===== src/rtl/mem_arbiter_pkg.sv =====
// Shared types for the memory arbiter: FSM states, slot indices and the
// fixed service-priority picker (write, then data read, then instruction read).
package mem_arbiter_pkg;

  typedef enum logic [1:0] {
    ST_IDLE = 2'd0,
    ST_BUSY = 2'd1,
    ST_RESP = 2'd2
  } arb_state_t;

  typedef logic [1:0] slot_idx_t;

  localparam int        NUM_SLOTS = 3;
  localparam slot_idx_t SLOT_W    = 2'd0;
  localparam slot_idx_t SLOT_DR   = 2'd1;
  localparam slot_idx_t SLOT_IR   = 2'd2;

  function automatic slot_idx_t pick_slot(input logic [NUM_SLOTS-1:0] pend);
    if (pend[SLOT_W]) begin
      pick_slot = SLOT_W;
    end else if (pend[SLOT_DR]) begin
      pick_slot = SLOT_DR;
    end else begin
      pick_slot = SLOT_IR;
    end
  endfunction

endpackage


===== src/rtl/mem_arb_slot.sv =====
// One captured core request: address, write data/strobes and a pending flag.
module mem_arb_slot (
  input  logic        clk,
  input  logic        rst_n,
  input  logic        load,
  input  logic        clear,
  input  logic [31:0] addr,
  input  logic [31:0] wdata,
  input  logic [3:0]  wstrb,
  output logic        pending,
  output logic [31:0] held_addr,
  output logic [31:0] held_wdata,
  output logic [3:0]  held_wstrb
);

  // Load on capture, drop the pending flag once the transaction completes.
  always_ff @(posedge clk or negedge rst_n) begin
    if (!rst_n) begin
      pending    <= 1'b0;
      held_addr  <= 32'h0;
      held_wdata <= 32'h0;
      held_wstrb <= 4'h0;
    end else if (load) begin
      pending    <= 1'b1;
      held_addr  <= addr;
      held_wdata <= wdata;
      held_wstrb <= wstrb;
    end else if (clear) begin
      pending    <= 1'b0;
    end
  end

endmodule


===== src/rtl/mem_arbiter.sv =====
// Serialises instruction-read, data-read and data-write requests from the core
// onto a single request/acknowledge memory channel, with an optional timeout.
module mem_arbiter
  import mem_arbiter_pkg::*;
#(
  parameter int TIMEOUT  = 256,
  parameter int TO_WIDTH = 9
) (
  input  logic        CLK,
  input  logic        RST,
  input  logic        INST_RDEN,
  input  logic [31:0] INST_RIADDR,
  output logic [31:0] INST_ROADDR,
  output logic        INST_RVALID,
  output logic [31:0] INST_RDATA,
  input  logic        DATA_RDEN,
  input  logic [31:0] DATA_RIADDR,
  output logic [31:0] DATA_ROADDR,
  output logic        DATA_RVALID,
  output logic [31:0] DATA_RDATA,
  input  logic        DATA_WREN,
  input  logic [3:0]  DATA_WSTRB,
  input  logic [31:0] DATA_WADDR,
  input  logic [31:0] DATA_WDATA,
  output logic        MEM_WAIT,
  output logic        M_REQ,
  output logic        M_WE,
  output logic [31:0] M_ADDR,
  output logic [3:0]  M_WSTRB,
  output logic [31:0] M_WDATA,
  input  logic        M_ACK,
  input  logic [31:0] M_RDATA,
  output logic        ERR
);

  logic [NUM_SLOTS-1:0] cap_s, pend_s, eff_pend_s, clr_s, pend_next_s;
  logic [31:0] in_addr_s   [NUM_SLOTS];
  logic [31:0] in_wdata_s  [NUM_SLOTS];
  logic [3:0]  in_wstrb_s  [NUM_SLOTS];
  logic [31:0] held_addr_s [NUM_SLOTS];
  logic [31:0] held_wdata_s[NUM_SLOTS];
  logic [3:0]  held_wstrb_s[NUM_SLOTS];
  logic [31:0] eff_addr_s  [NUM_SLOTS];
  logic [31:0] eff_wdata_s [NUM_SLOTS];
  logic [3:0]  eff_wstrb_s [NUM_SLOTS];

  arb_state_t          state_r;
  slot_idx_t           cur_r, sel_s;
  logic [TO_WIDTH-1:0] to_cnt_r;
  logic                to_hit_s, done_s, busy_next_s, mem_wait_r;
  logic [31:0]         rdata_s;
  logic                m_req_r, m_we_r, err_r;
  logic [31:0]         m_addr_r, m_wdata_r;
  logic [3:0]          m_wstrb_r;
  logic                inst_rvalid_r, data_rvalid_r;
  logic [31:0]         inst_roaddr_r, inst_rdata_r, data_roaddr_r, data_rdata_r;

  assign cap_s = {INST_RDEN, DATA_RDEN, DATA_WREN} & {NUM_SLOTS{~mem_wait_r}};

  assign in_addr_s[SLOT_W]   = DATA_WADDR;
  assign in_addr_s[SLOT_DR]  = DATA_RIADDR;
  assign in_addr_s[SLOT_IR]  = INST_RIADDR;
  assign in_wdata_s[SLOT_W]  = DATA_WDATA;
  assign in_wdata_s[SLOT_DR] = 32'h0;
  assign in_wdata_s[SLOT_IR] = 32'h0;
  assign in_wstrb_s[SLOT_W]  = DATA_WSTRB;
  assign in_wstrb_s[SLOT_DR] = 4'h0;
  assign in_wstrb_s[SLOT_IR] = 4'h0;

  // A request captured this cycle is visible to IDLE at once, so the memory
  // request goes out the cycle after capture.
  for (genvar i = 0; i < NUM_SLOTS; i++) begin : g_slot
    mem_arb_slot u_slot (
      .clk       (CLK),
      .rst_n     (RST),
      .load      (cap_s[i]),
      .clear     (clr_s[i]),
      .addr      (in_addr_s[i]),
      .wdata     (in_wdata_s[i]),
      .wstrb     (in_wstrb_s[i]),
      .pending   (pend_s[i]),
      .held_addr (held_addr_s[i]),
      .held_wdata(held_wdata_s[i]),
      .held_wstrb(held_wstrb_s[i])
    );
    assign eff_addr_s[i]  = cap_s[i] ? in_addr_s[i]  : held_addr_s[i];
    assign eff_wdata_s[i] = cap_s[i] ? in_wdata_s[i] : held_wdata_s[i];
    assign eff_wstrb_s[i] = cap_s[i] ? in_wstrb_s[i] : held_wstrb_s[i];
    assign clr_s[i]       = done_s && (cur_r == slot_idx_t'(i));
  end

  if (TIMEOUT > 0) begin : g_to
    assign to_hit_s = (state_r == ST_BUSY) && !M_ACK &&
                      (to_cnt_r == TO_WIDTH'(TIMEOUT - 1));
  end else begin : g_no_to
    assign to_hit_s = 1'b0;
  end

  assign eff_pend_s  = pend_s | cap_s;
  assign sel_s       = pick_slot(eff_pend_s);
  assign done_s      = (state_r == ST_BUSY) && (M_ACK || to_hit_s);
  assign rdata_s     = M_ACK ? M_RDATA : 32'h0;
  assign pend_next_s = cap_s | (pend_s & ~clr_s);

  // Whether the FSM will be outside IDLE next cycle.
  always_comb begin
    busy_next_s = 1'b0;
    case (state_r)
      ST_IDLE: busy_next_s = |eff_pend_s;
      ST_BUSY: busy_next_s = 1'b1;
      ST_RESP: busy_next_s = 1'b0;
      default: busy_next_s = 1'b0;
    endcase
  end

  // Core stall: held while any slot or transaction remains outstanding.
  always_ff @(posedge CLK or negedge RST) begin
    if (!RST) begin
      mem_wait_r <= 1'b0;
    end else begin
      mem_wait_r <= busy_next_s | (|pend_next_s);
    end
  end

  // Arbitration FSM with the memory-side and response-side output registers.
  always_ff @(posedge CLK or negedge RST) begin
    if (!RST) begin
      state_r       <= ST_IDLE;
      cur_r         <= SLOT_W;
      to_cnt_r      <= '0;
      m_req_r       <= 1'b0;
      m_we_r        <= 1'b0;
      m_addr_r      <= 32'h0;
      m_wstrb_r     <= 4'h0;
      m_wdata_r     <= 32'h0;
      inst_rvalid_r <= 1'b0;
      inst_roaddr_r <= 32'h0;
      inst_rdata_r  <= 32'h0;
      data_rvalid_r <= 1'b0;
      data_roaddr_r <= 32'h0;
      data_rdata_r  <= 32'h0;
      err_r         <= 1'b0;
    end else begin
      case (state_r)
        ST_IDLE: begin
          if (|eff_pend_s) begin
            cur_r     <= sel_s;
            m_req_r   <= 1'b1;
            m_we_r    <= (sel_s == SLOT_W);
            m_addr_r  <= eff_addr_s[sel_s];
            m_wstrb_r <= eff_wstrb_s[sel_s];
            m_wdata_r <= eff_wdata_s[sel_s];
            to_cnt_r  <= '0;
            state_r   <= ST_BUSY;
          end
        end
        ST_BUSY: begin
          if (done_s) begin
            m_req_r <= 1'b0;
            state_r <= ST_RESP;
            if (to_hit_s) begin
              err_r <= 1'b1;
            end
            if (cur_r == SLOT_DR) begin
              data_rvalid_r <= 1'b1;
              data_roaddr_r <= m_addr_r;
              data_rdata_r  <= rdata_s;
            end else if (cur_r == SLOT_IR) begin
              inst_rvalid_r <= 1'b1;
              inst_roaddr_r <= m_addr_r;
              inst_rdata_r  <= rdata_s;
            end
          end else begin
            to_cnt_r <= to_cnt_r + TO_WIDTH'(1);
          end
        end
        ST_RESP: begin
          inst_rvalid_r <= 1'b0;
          data_rvalid_r <= 1'b0;
          state_r       <= ST_IDLE;
        end
        default: begin
          state_r <= ST_IDLE;
        end
      endcase
    end
  end

  assign MEM_WAIT    = mem_wait_r;
  assign M_REQ       = m_req_r;
  assign M_WE        = m_we_r;
  assign M_ADDR      = m_addr_r;
  assign M_WSTRB     = m_wstrb_r;
  assign M_WDATA     = m_wdata_r;
  assign INST_RVALID = inst_rvalid_r;
  assign INST_ROADDR = inst_roaddr_r;
  assign INST_RDATA  = inst_rdata_r;
  assign DATA_RVALID = data_rvalid_r;
  assign DATA_ROADDR = data_roaddr_r;
  assign DATA_RDATA  = data_rdata_r;
  assign ERR         = err_r;

endmodule


===== config.mk =====
export PLATFORM = sky130hd
export DESIGN_NAME = mem_arbiter
export DESIGN_NICKNAME = d
export VERILOG_FILES = /design/src/rtl/mem_arbiter_pkg.sv /design/src/rtl/mem_arb_slot.sv /design/src/rtl/mem_arbiter.sv
export SDC_FILE = /design/constraint.sdc
export NUM_CORES = 1
export LEC_CHECK = 0
export BUFFER_PORTS_ARGS = -buffer_cell sky130_fd_sc_hd__buf_2
export CAP_MARGIN = 10
export CORE_UTILIZATION = 42
export CTS_BUF_LIST = sky130_fd_sc_hd__clkbuf_8
export DETAILED_ROUTE_END_ITERATION = 8
export HOLD_SLACK_MARGIN = 0.08
export MAX_ROUTING_LAYER = met4
export PLACE_DENSITY = 0.71
export SYNTH_ARGS = -nofsm -noshare
export SYNTH_HDL_FRONTEND = slang
export SYNTH_HIERARCHICAL = 1
export SYNTH_SLANG_ARGS = --single-unit

===== constraint.sdc =====
create_clock -name CLK -period 2.55 [get_ports CLK]
set_input_delay 0.1275 -clock CLK [delete_from_list [all_inputs] [get_ports CLK]]
set_output_delay 0.1275 -clock CLK [all_outputs]
set_load 0.02 [all_outputs]

; Word level (Yosys, flattened, before mapping)
; Index checks and enable logic that the tools add are counted.
[classes]
eq_ne = 11
mux = 44
magnitude_cmp = 1
add_sub_neg = 1
n_reduce_logical = 27
bitwise = 9
[op_table]
columns = op, n
row1 = 32-bit 2-to-1 mux, 11
row2 = 32-bit binary-select mux with 2-bit select, 2
row3 = 4-bit 2-to-1 mux, 5
row4 = 9-bit 2-to-1 mux, 2
row5 = 9-bit one-hot mux with 2 select lines, 1
row6 = 3-bit AND reduction, 5
row7 = 1-bit 2-to-1 mux, 13
row8 = "2-bit != test, second input constant", 6
row9 = 2-bit nonzero test, 5
row10 = "9-bit by 1-bit adder with 9-bit output, second input constant", 1
row11 = "9-bit by 8-bit == test with 1-bit output, second input constant", 1
row12 = 4-bit binary-select mux with 2-bit select, 1
row13 = 2-bit 2-to-1 mux, 4
row14 = 1-bit one-hot mux with 2 select lines, 4
row15 = 4-bit AND reduction, 2
row16 = 3-bit bitwise AND, 2
row17 = 1-bit logical AND, 6
row18 = 2-bit logical NOT, 3
row19 = 3-bit OR, 2
row20 = 3-bit OR reduction, 2
row21 = "2-bit by 1-bit == test with 1-bit output, second input constant", 2
row22 = "2-bit == test, second input constant", 2
row23 = 2-bit one-hot mux with 2 select lines, 1
row24 = 2-bit AND reduction, 2
row25 = other kinds (7), 8
[totals]
ff_bits = 422
output_inout_bits = 202
elab_cells = 121
input_bits = 170

; Logic depth before layout (Yosys ltp)
; Gate-level depths: netlist of the first run.
[logic_depth]
word_depth = 11
mapped_depth = 10
mapped_depth_nobuf = 8

; Cells and area by module
; The synthesis of the first run kept the hierarchy.
[modules_own_cells]
columns = mod, seq_area_each_um2, n_inst, area_each_um2, cells_per_inst
row1 = mem_arbiter, 5380.2, 1, 11114.4, 1128
row2 = mem_arb_slot, 1726.7, 3, 2596.2, 147

; Worst setup path before layout of the first run
; OpenSTA, ideal clock, no wires.
[synth_path]
path_kind = register to register
start = reg mem_wait_r, in the netlist MEM_WAIT
end = reg g_slot[2].u_slot.held_addr[20]
synth_period_minus_slack_ps = 2325
t_arrival_ps = 2200
setup_slack_ps = 225
n_path_buf = 7
setup_time_ps = 125
stages_incl_launch_ff = 10
required_time_ps = 2425
cell_sequence = dfrtp_1 nor2b_1 clkbuf_2 clkbuf_1 buf_2 buf_2 buf_6 buf_6 buf_6 mux2_4
[synth_via]
elab_chain_cells = 3
[synth_rtl]
columns = element, line_no
row1 = "start, declared", mem_arbiter.sv:50  ; logic to_hit_s, done_s, busy_next_s, mem_wait_r;
row2 = "start signal, assigned", mem_arbiter.sv:121  ; mem_wait_r <= busy_next_s | (|pend_next_s);
row3 = 1-bit NOT, mem_arbiter.sv:58  ; assign cap_s = {INST_RDEN, DATA_RDEN, DATA_WREN} & {NUM_SLOTS{~mem_wait_r}};
row4 = 3-bit bitwise AND, mem_arbiter.sv:58
row5 = named net cap_s[2], mem_arbiter.sv:36  ; logic [NUM_SLOTS-1:0] cap_s, pend_s, eff_pend_s, clr_s, pend_next_s;
row6 = 32-bit 2-to-1 mux, --
row7 = "end signal, assigned", mem_arb_slot.sv:25  ; held_addr <= addr;
row8 = "end, declared", mem_arb_slot.sv:11  ; output logic [31:0] held_addr,
; The timed path passes the listed nets, and every way through them passes these cells.
; A chain may end at the register's enable or synchronous reset.

; Final worst setup path of the first run
[layout_path]
start = reg to_cnt_r[0]
end = reg data_roaddr_r[9], in the netlist DATA_ROADDR[9]
[layout_via]
elab_chain_cells = 5
[layout_rtl]
columns = element, line_no
row1 = "start, declared", mem_arbiter.sv:49  ; logic [TO_WIDTH-1:0] to_cnt_r;
row2 = "start signal, assigned", mem_arbiter.sv:174  ; to_cnt_r <= to_cnt_r + TO_WIDTH'(1);
row3 = 9-bit by 8-bit == test with 1-bit output, mem_arbiter.sv:94  ; (to_cnt_r == TO_WIDTH'(TIMEOUT - 1));
row4 = 1-bit logical AND, mem_arbiter.sv:93  ; assign to_hit_s = (state_r == ST_BUSY) && !M_ACK &&
row5 = 1-bit logical OR, mem_arbiter.sv:101  ; assign done_s = (state_r == ST_BUSY) && (M_ACK || to_hit_s);
row6 = 1-bit logical AND, mem_arbiter.sv:101
row7 = 3-bit AND reduction (no source line), --
row8 = "end signal, assigned", mem_arbiter.sv:166  ; data_roaddr_r <= m_addr_r;
row9 = "end, declared", mem_arbiter.sv:56  ; logic [31:0] inst_roaddr_r, inst_rdata_r, data_roaddr_r, data_rdata_r;
; No other way between the ends.

==> tab_implementation.tex, run 1 <==
\begin{tabular}{lr}
\hline
Metric & Value \\
\hline
\multicolumn{2}{l}{\textbf{Place}} \\
\quad GP Congestion & 0.875 \\
\quad IO buf count & 371 \\
\quad Minimum setup slack after placement & 0.159 ns \\
\quad Estimated wirelength of the detail-placed design & 33200 um \\
\quad Placed inst area & 21900 um\^{}2 \\
\multicolumn{2}{l}{\textbf{Critical path}} \\
\quad Critical Path Sink Type & flop \\
\quad Classification of the worst setup path & reg2reg \\
\quad Peak fanout along the critical path & 19 \\
\quad Crit start category & flop \\
\quad Arrival time of data at the critical path endpoint & 2.94 ns \\
\quad CP required & 3.04 ns \\
\multicolumn{2}{l}{\textbf{Logic synthesis}} \\
\quad Count of synthesis-stage warnings from yosys & 6 \\
\quad Number of enable-type register cells in the synthesized netlist & 0 \\
\quad Synth Cell Area & 18900 um\^{}2 \\
\quad Share of synthesized registers carrying an async set or reset & 100\% \\
\quad Most instantiated flip-flop cell in the synthesis netlist & sky130\_fd\_sc\_hd\_\_dfrtp\_1 \\
\quad Cell count after synthesis & 1569 \\
\quad Post-synthesis average cell area & 12.0 um\^{}2 \\
\quad Top cells by area, synth & sky130\_fd\_sc\_hd\_\_dfrtp\_1 (56\%), sky130\_fd\_sc\_hd\_\_mux2\_2 (16\%), sky130\_fd\_sc\_hd\_\_mux2i\_1 (3.4\%), sky130\_fd\_sc\_hd\_\_nand3\_1 (2.7\%), sky130\_fd\_sc\_hd\_\_nand2\_1 (2.2\%) \\
\quad Flops \& latches, synth & 422 \\
\quad Area share of the largest cell type after synthesis & 55.9\% \\
\quad Leading area contributor after synthesis & sky130\_fd\_sc\_hd\_\_dfrtp\_1 \\
\quad Part of the Yosys area used for sequential elements & 55.9\% \\
\quad Number of different library cells in the post-synthesis netlist & 50 \\
\multicolumn{2}{l}{\textbf{Route}} \\
\quad Uppermost layer routed & met4 \\
\quad \# DRC & 0 \\
\quad Overall routed net length & 53700 um \\
\quad Met1 wire length & 22500 um \\
\quad Total via count in the routed design & 15000 \\
\quad Met3 routed wirelength & 3270 um \\
\quad Number of detailed-routing iterations run before antenna repair & 5 \\
\quad Number of DRC markers after the initial detailed-route iteration & 986 \\
\quad Remaining antenna violation count after routing & 0 \\
\quad Mean number of vias per cell & 5.27 \\
\quad Met2 Routed Length & 26400 um \\
\quad Post-detailed-route wirelength per cell & 18.9 um \\
\multicolumn{2}{l}{\textbf{Floorplan}} \\
\quad Floorplan die height & 214 um \\
\quad Floorplan die width & 214 um \\
\quad Core ar. & 44300 um\^{}2 \\
\quad Count of boundary I/O pins & 372 \\
\quad Starting utilization of the core area & 42.7\% \\
\quad Die ar. & 45900 um\^{}2 \\
\quad Cell row count & 77 \\
\multicolumn{2}{l}{\textbf{STA}} \\
\quad Final-report setup violation count & 0 \\
\quad Slew at the pin closest to its max-slew limit & 0.829 ns \\
\quad Number of endpoints with negative hold slack in the final report & 0 \\
\quad Largest clock skew in the final design & 0.0236 ns \\
\quad Slew Limit Fails & 0 \\
\quad Post-layout minimum cycle time & 2.45 ns \\
\quad Setup\_tns & 0 ns \\
\quad Crit share post-route & 95.9\% \\
\quad Normalized max-slew margin & 44.7\% \\
\quad Setup slack of the critical path after layout & 0.104 ns \\
\quad Highest Clock Rate & 409 MHz \\
\multicolumn{2}{l}{\textbf{Clock network}} \\
\quad Max Buffers Root-to-Sink & 3 \\
\quad Clk pin slew, worst setup/hold paths & 0.06 ns \\
\quad Clk sinks & 422 \\
\quad Clock root buffer master & sky130\_fd\_sc\_hd\_\_clkbuf\_8 \\
\quad CTS tree & done \\
\quad Number of buffers inserted during clock tree synthesis & 73 \\
\quad Number of H-tree levels & 3 \\
\quad Clock latency reported for the late side of the worst-skew pair & 0.62 ns \\
\multicolumn{2}{l}{\textbf{Pwr}} \\
\quad Total leakage power & 11.6 nW \\
\quad P\_int & 19.3 mW \\
\quad Switching pwr & 12.1 mW \\
\quad Maximum vdd drop & 0.729 mV \\
\quad Net switching fraction of the power & 38.6\% \\
\quad Logic gate share of total power & 42.0\% \\
\quad Register share of total power & 37.6\% \\
\quad Fraction of power consumed by the clock network & 20.4\% \\
\quad Power density relative to cell area & 1250 nW/um\^{}2 \\
\multicolumn{2}{l}{\textbf{Finish}} \\
\quad Core occupancy in the finished layout & 56.8\% \\
\quad Number of filler cells placed in the layout & 3617 \\
\quad Area growth syn-to-layout & 33.1\% \\
\quad Ratio of cells with drive above 1 in the final layout & 37.8\% \\
\quad Final standard cell area without fillers & 25200 um\^{}2 \\
\quad Nets@finish & 2360 \\
\multicolumn{2}{l}{\textbf{Hold path}} \\
\quad Min-delay worst type & in2reg \\
\multicolumn{2}{l}{\textbf{Global route}} \\
\quad Global-route usage over all layers & 24.3\% \\
\quad First-pass GRT wire length & 86100 um \\
\quad Total global routing overflow & 0 \\
\quad Antenna violations before repair & 5 \\
\quad Maximum number of pins on one net before global-route repair & 102 \\
\quad Vias in the first global route & 15600 \\
\multicolumn{2}{l}{\textbf{Run status}} \\
\quad Result of the run & complete, no violations \\
\multicolumn{2}{l}{\textbf{Job}} \\
\quad Maxcap violations & 0 \\
\hline
\end{tabular}
-- worst max-delay path, stage by stage, from the launching register on --
cell                      delay [ns]
sky130_fd_sc_hd__dfrtp_1        0.39
sky130_fd_sc_hd__ha_2           0.21
sky130_fd_sc_hd__nand3_1        0.10
sky130_fd_sc_hd__nor2_2         0.12
sky130_fd_sc_hd__ha_2           0.21
sky130_fd_sc_hd__nor2_1         0.05
sky130_fd_sc_hd__buf_4          0.16
sky130_fd_sc_hd__nor4b_4        0.36
sky130_fd_sc_hd__buf_4          0.19
sky130_fd_sc_hd__buf_12         0.16
sky130_fd_sc_hd__mux2_2         0.35
-- metal layers --
metal,GRT usage [%],up-vias
li1,-,6761
met1,29.8,7542
met2,39.4,522
met3,4.75,125
met4,9.52,0
met5,-,-
-- sequential cells by signal, indices dropped and copies added (netlist names), 3 cells and up --
name                      cells
g_slot.u_slot/held_addr      96
g_slot.u_slot/held_wdata     96
DATA_RDATA                   32
DATA_ROADDR                  32
INST_RDATA                   32
INST_ROADDR                  32
M_ADDR                       32
M_WDATA                      32
g_slot.u_slot/held_wstrb     12
to_cnt_r                      9
M_WSTRB                       4
g_slot.u_slot/pending         3
-- what timing repair did --
action / 4_1_cts / 5_1_grt
buffers inserted: 0 / 4
setup endpoints to repair: 0 / 70
gates resized for setup: 0 / 5
endpoints found under the hold margin: 602 / 0
hold buffers: 167 / 0
-- cells in the final DEF, fill, tap and decap left out, types with 35 or more instances in the layout --
cell type and instances:
sky130_fd_sc_hd__dfrtp_1 422, sky130_fd_sc_hd__a32o_1 35, sky130_fd_sc_hd__o21ai_0 68, sky130_fd_sc_hd__clkbuf_8 91, sky130_fd_sc_hd__inv_1 97, sky130_fd_sc_hd__nand2_1 109
sky130_fd_sc_hd__nand3_1 101, sky130_fd_sc_hd__a21oi_1 76, sky130_fd_sc_hd__buf_2 370, sky130_fd_sc_hd__nand2b_1 38, sky130_fd_sc_hd__mux2_2 270, sky130_fd_sc_hd__dlygate4sd3_1 166
sky130_fd_sc_hd__nor2_1 46, sky130_fd_sc_hd__conb_1 72, sky130_fd_sc_hd__mux2i_1 64
-- power groups by stage --
stage               clock [mW]  combinational, mW  sequential (mW)
finish                    6.40               13.2             11.8
CTS                       6.59               13.1             11.7
global placement             0               12.6             11.6
detailed placement           0               12.9             11.8
floorplan                    0               7.03             13.1
global route              6.87               14.2             12.2
-- area by class of cell --
type | count | area, um^2 | share of cell area, %
Sequential cell | 422 | 10600 | 42.0
Timing Repair Buffer | 592 | 4260 | 16.9
Multi-Input combinational cell | 1022 | 7780 | 30.9
Antenna cell | 5 | 12.5 | 0.0497
Clock inverter | 36 | 260 | 1.03
Inverter | 77 | 297 | 1.18
Clock buffer | 91 | 1250 | 4.98
Tap cell | 592 | 741 | 2.94
-- cell usage after synthesis, drive strengths merged, types with 2 or more instances --
| master | count |
|---|---|
| dfrtp | 422 |
| mux2 | 300 |
| nand2 | 109 |
| nand3 | 101 |
| inv | 77 |
| a21oi | 76 |
| buf | 71 |
| o21ai | 68 |
| mux2i | 64 |
| nor2 | 49 |
| clkbuf | 48 |
| nand2b | 39 |
| a32o | 35 |
| o211ai | 34 |
| o2111ai | 33 |
| a21o | 4 |
| o31ai | 4 |
| or4 | 4 |
| o41ai | 3 |
| ha | 2 |
| nand4 | 2 |
| nor3 | 2 |
| nor4b | 2 |
| o21a | 2 |
| o311ai | 2 |
| or2 | 2 |
| or3 | 2 |
-- final timing paths --
check | startpoint | endpoint | slack, ns | depth (start not counted)
setup / recovery | to_cnt_r[0]$_DFFE_PN0P_ | DATA_ROADDR[9]$_DFFE_PN0P_ | 0.10 | 10
hold / removal | DATA_WREN | MEM_WAIT$_DFF_PN0_ | 0.20 | 6
setup reg to reg | to_cnt_r[0]$_DFFE_PN0P_ | DATA_ROADDR[9]$_DFFE_PN0P_ | 0.10 | 10
hold reg to reg | ERR$_DFFE_PN0P_ | ERR$_DFFE_PN0P_ | 0.47 | 1
max in group asynchronous | RST | DATA_RDATA[18]$_DFFE_PN0P_ | 1.84 | 4
min in group asynchronous | RST | g_slot[0].u_slot/held_addr[13]$_DFFE_PN0P_ | 0.22 | 3
-- cells by family after synthesis --
| kind of cell | synth area share, % |
|---|---|
| flip-flops | 55.9 |
| multiplexers | 21.8 |
| AND/OR/NAND/NOR | 7.98 |
| AO/OA/AOI/OAI | 9.61 |
| buffers and inverters | 4.60 |
| adder cells (fa/ha/maj) | 0.132 |
| other | 0.0198 |
-- stage by stage --
step / std cells / hold slack (ns) / power [mW]
3_3_place_gp: 2533 / 0.147 / 24.2
5_1_grt: 2837 / 0.193 / 33.3
3_5_place_dp: 2533 / 0.141 / 24.7
2_1_floorplan: 1640 / -0.168 / 20.2
6_report: 2837 / 0.198 / 31.3
4_1_cts: 2827 / 0.120 / 31.5
No activity file was read; power rests on OpenSTA's default activity.
==> run 2, diff against run 1 <==
==> constraint.sdc (replaced) <==
create_clock -name CLK -period 2.55 [get_ports CLK]
set_input_delay 0.1275 -clock CLK [delete_from_list [all_inputs] [get_ports CLK]]
set_output_delay 0.1275 -clock CLK [all_outputs]
set_load 0.1 [all_outputs]
==> run 2 against run 1 <==
Against the previous run: core utilization is 0.15 points lower; via count decreased by 0.46%; sequential share of layout area up 0.12 points; non-clock buffer count down 5; critical endpoint is now DATA_ROADDR[6]$_DFFE_PN0P_; largest cell class unchanged.
==> tab_implementation.tex, run 2 (synthesis gave the netlist of run 1 again) <==
\begin{tabular}{lr}
\hline
Metric & Value \\
\hline
\multicolumn{2}{l}{\textbf{Clock network}} \\
\quad Clock latency reported for the late side of the worst-skew pair & 0.65 ns (+0.03 ns) \\
\quad Clk pin slew, worst setup/hold paths & 0.06 ns (about the same) \\
\quad CTS tree & done \\
\quad Clock root buffer master & sky130\_fd\_sc\_hd\_\_clkbuf\_8 \\
\quad Clk sinks & 422 (unchanged) \\
\quad Max Buffers Root-to-Sink & 3 (unchanged) \\
\quad Number of buffers inserted during clock tree synthesis & 74 (+1.4\%) \\
\quad Number of H-tree levels & 3 (unchanged) \\
\multicolumn{2}{l}{\textbf{Finish}} \\
\quad Leading cell types in the layout, fill and taps excluded & sky130\_fd\_sc\_hd\_\_dfrtp\_1 (421), sky130\_fd\_sc\_hd\_\_buf\_2 (370), sky130\_fd\_sc\_hd\_\_mux2\_2 (271) \\
\quad Commonest non-fill, non-tap cell in the layout & sky130\_fd\_sc\_hd\_\_dfrtp\_1 \\
\quad Ratio of cells with drive above 1 in the final layout & 37.8\% (+0.040 points) \\
\quad FF/Latch Area & 10600 um\^{}2 (about the same) \\
\quad Nets@finish & 2356 (-0.17\%) \\
\quad Area growth syn-to-layout & 32.8\% \\
\quad Area used by multi-input combinational logic & 7780 um\^{}2 (about the same) \\
\quad Largest registers & g\_slot.u\_slot/held\_addr (96), g\_slot.u\_slot/held\_wdata (96) \\
\quad Final instance count without filler cells & 2838 (+0.035\%) \\
\quad Number of filler cells placed in the layout & 3588 (-0.80\%) \\
\multicolumn{2}{l}{\textbf{Critical path}} \\
\quad Slack of the worst reg-to-reg path & 0.12 ns (about the same) \\
\quad CP required & 3.07 ns (+0.03 ns) \\
\quad Classification of the worst setup path & reg2reg \\
\quad Crit start category & flop \\
\quad Capture instance of the worst register-to-register path & DATA\_ROADDR[6]\$\_DFFE\_PN0P\_ \\
\quad Peak fanout along the critical path & 18 (-1) \\
\quad R2R depth & 10 (unchanged) \\
\quad Arrival time of data at the critical path endpoint & 2.95 ns (about the same) \\
\quad Critical Path Sink Type & flop \\
\quad Worst R2R Start & to\_cnt\_r[0]\$\_DFFE\_PN0P\_ \\
\multicolumn{2}{l}{\textbf{STA}} \\
\quad RSZ-0062 raised after global routing & yes \\
\quad Crit share post-route & 95.4\% (-0.57 points) \\
\quad Slew at the pin closest to its max-slew limit & 1.07 ns (+0.244 ns) \\
\quad Post-layout minimum cycle time & 2.43 ns (-0.0145 ns) \\
\quad Final-report setup violation count & 0 (unchanged) \\
\quad Number of endpoints with negative hold slack in the final report & 0 (unchanged) \\
\quad Largest clock skew in the final design & 0.0243 ns (+0.000688 ns) \\
\quad Highest Clock Rate & 411 MHz (+0.59\%) \\
\quad Normalized max-slew margin & 28.4\% (-16 points) \\
\quad Slew Limit Fails & 0 (unchanged) \\
\multicolumn{2}{l}{\textbf{Route}} \\
\quad Mean number of vias per cell & 5.24 (-0.50\%) \\
\quad Total via count in the routed design & 14900 (-0.46\%) \\
\quad Post-detailed-route wirelength per cell & 18.8 um (-0.68\%) \\
\quad \# DRC & 0 (unchanged) \\
\quad Number of DRC markers after the initial detailed-route iteration & 914 (-7.3\%) \\
\quad Overall routed net length & 53400 um (-0.64\%) \\
\quad Number of detailed-routing iterations run before antenna repair & 6 (+1) \\
\quad Remaining antenna violation count after routing & 0 (unchanged) \\
\multicolumn{2}{l}{\textbf{Floorplan}} \\
\quad Die ar. & 45900 um\^{}2 (unchanged) \\
\quad Floorplan die height & 214 um (unchanged) \\
\quad Core ar. & 44300 um\^{}2 (unchanged) \\
\quad Count of boundary I/O pins & 372 (unchanged) \\
\quad Floorplan die width & 214 um (unchanged) \\
\quad Starting utilization of the core area & 42.7\% (unchanged) \\
\quad Cell row count & 77 (unchanged) \\
\multicolumn{2}{l}{\textbf{Job}} \\
\quad Maxcap violations & 0 (unchanged) \\
\multicolumn{2}{l}{\textbf{Place}} \\
\quad Placed instance count & 2527 (-0.24\%) \\
\quad GP Congestion & 0.856 (-2.2\%) \\
\quad Estimated wirelength of the detail-placed design & 33300 um (+0.17\%) \\
\quad IO buf count & 371 (unchanged) \\
\multicolumn{2}{l}{\textbf{Global route}} \\
\quad Total global routing overflow & 0 (unchanged) \\
\quad Global-route usage over all layers & 23.8\% (-0.43 points) \\
\quad First-pass GRT wire length & 84400 um (-2.0\%) \\
\quad Vias in the first global route & 15300 (-2.3\%) \\
\quad Antenna violations before repair & 11 (+6) \\
\quad Maximum number of pins on one net before global-route repair & 97 (-4.9\%) \\
\multicolumn{2}{l}{\textbf{Run status}} \\
\quad Result of the run & complete, no violations \\
\multicolumn{2}{l}{\textbf{Hold path}} \\
\quad Min-delay worst type & in2async \\
\hline
\end{tabular}
==> run 2: worst max path at each step <==
| stage | slack, ns | cells after the start | from | endpoint |
|---|---|---|---|---|
| after floorplan | 0.04 | 9 | MEM_WAIT$_DFF_PN0_ | g_slot[2].u_slot/held_addr[20]$_DFFE_PN0P_ |
| after global placement | 0.22 | 11 | to_cnt_r[0]$_DFFE_PN0P_ | DATA_RDATA[15]$_DFFE_PN0P_ |
| after detailed placement | 0.14 | 11 | to_cnt_r[0]$_DFFE_PN0P_ | DATA_RDATA[20]$_DFFE_PN0P_ |
| after CTS | 0.12 | 11 | to_cnt_r[0]$_DFFE_PN0P_ | DATA_RDATA[20]$_DFFE_PN0P_ |
| after global routing | -0.02 | 10 | to_cnt_r[0]$_DFFE_PN0P_ | DATA_ROADDR[6]$_DFFE_PN0P_ |
| final | 0.12 | 10 | to_cnt_r[0]$_DFFE_PN0P_ | DATA_ROADDR[6]$_DFFE_PN0P_ |
==> run 2: worst max-delay path, cell delays in order, from the launching register on <==
cell and delay [ns]:
sky130_fd_sc_hd__dfrtp_1 0.39, sky130_fd_sc_hd__ha_2 0.21, sky130_fd_sc_hd__nand3_1 0.07, sky130_fd_sc_hd__nor2_1 0.11, sky130_fd_sc_hd__ha_1 0.17, sky130_fd_sc_hd__nor2_1 0.06, sky130_fd_sc_hd__buf_4 0.16, sky130_fd_sc_hd__nor4b_4 0.39
sky130_fd_sc_hd__buf_4 0.21, sky130_fd_sc_hd__buf_12 0.16, sky130_fd_sc_hd__mux2_2 0.35
==> run 2: stage by stage <==
| stage | TNS, ns | setup slack, ns | util (%) | hold slack [ns] | area [um^2] |
|---|---|---|---|---|---|
| after floorplan | 0 | 0.0352 | - | -0.168 | 19200 |
| after global placement | 0 | 0.219 | 49.1 | 0.119 | 21700 |
| after detailed placement | 0 | 0.144 | 49.1 | 0.124 | 21700 |
| after CTS | 0 | 0.116 | 56.4 | 0.114 | 25000 |
| after global routing | -0.0837 | -0.0179 | 56.6 | 0.145 | 25100 |
| final | 0 | 0.118 | 56.6 | 0.144 | 25100 |
==> run 2: repair_timing <==
item	4_1_cts	5_1_grt
gates resized for setup	0	2
buffers inserted	0	3
endpoints found under the hold margin	625	0
endpoints found under the setup margin	0	9
hold buffers	168	0
==> run 2: area by class of cell <==
type	count	share of cell area, %
multi-input combinational	1022	31.0
clock inverter	28	0.813
sequential	422	42.1
inverter	77	1.18
antenna	11	0.110
timing repair buffer	587	16.4
tap	592	2.95
clock buffer	99	5.43
==> run 2: metal layers <==
metal | routed length (um) | global-route usage [%] | vias up
met4 | 1220 | 7.69 | 0
li1 | - | - | 6756
met1 | 22600 | 29.7 | 7515
met5 | 0 | - | -
met3 | 3510 | 5.73 | 96
met2 | 26000 | 38.2 | 514
Power of run 2 is left out: the tool's default activity adds up to more than one toggle a clock period on the data nets, which glitch-free logic cannot reach.
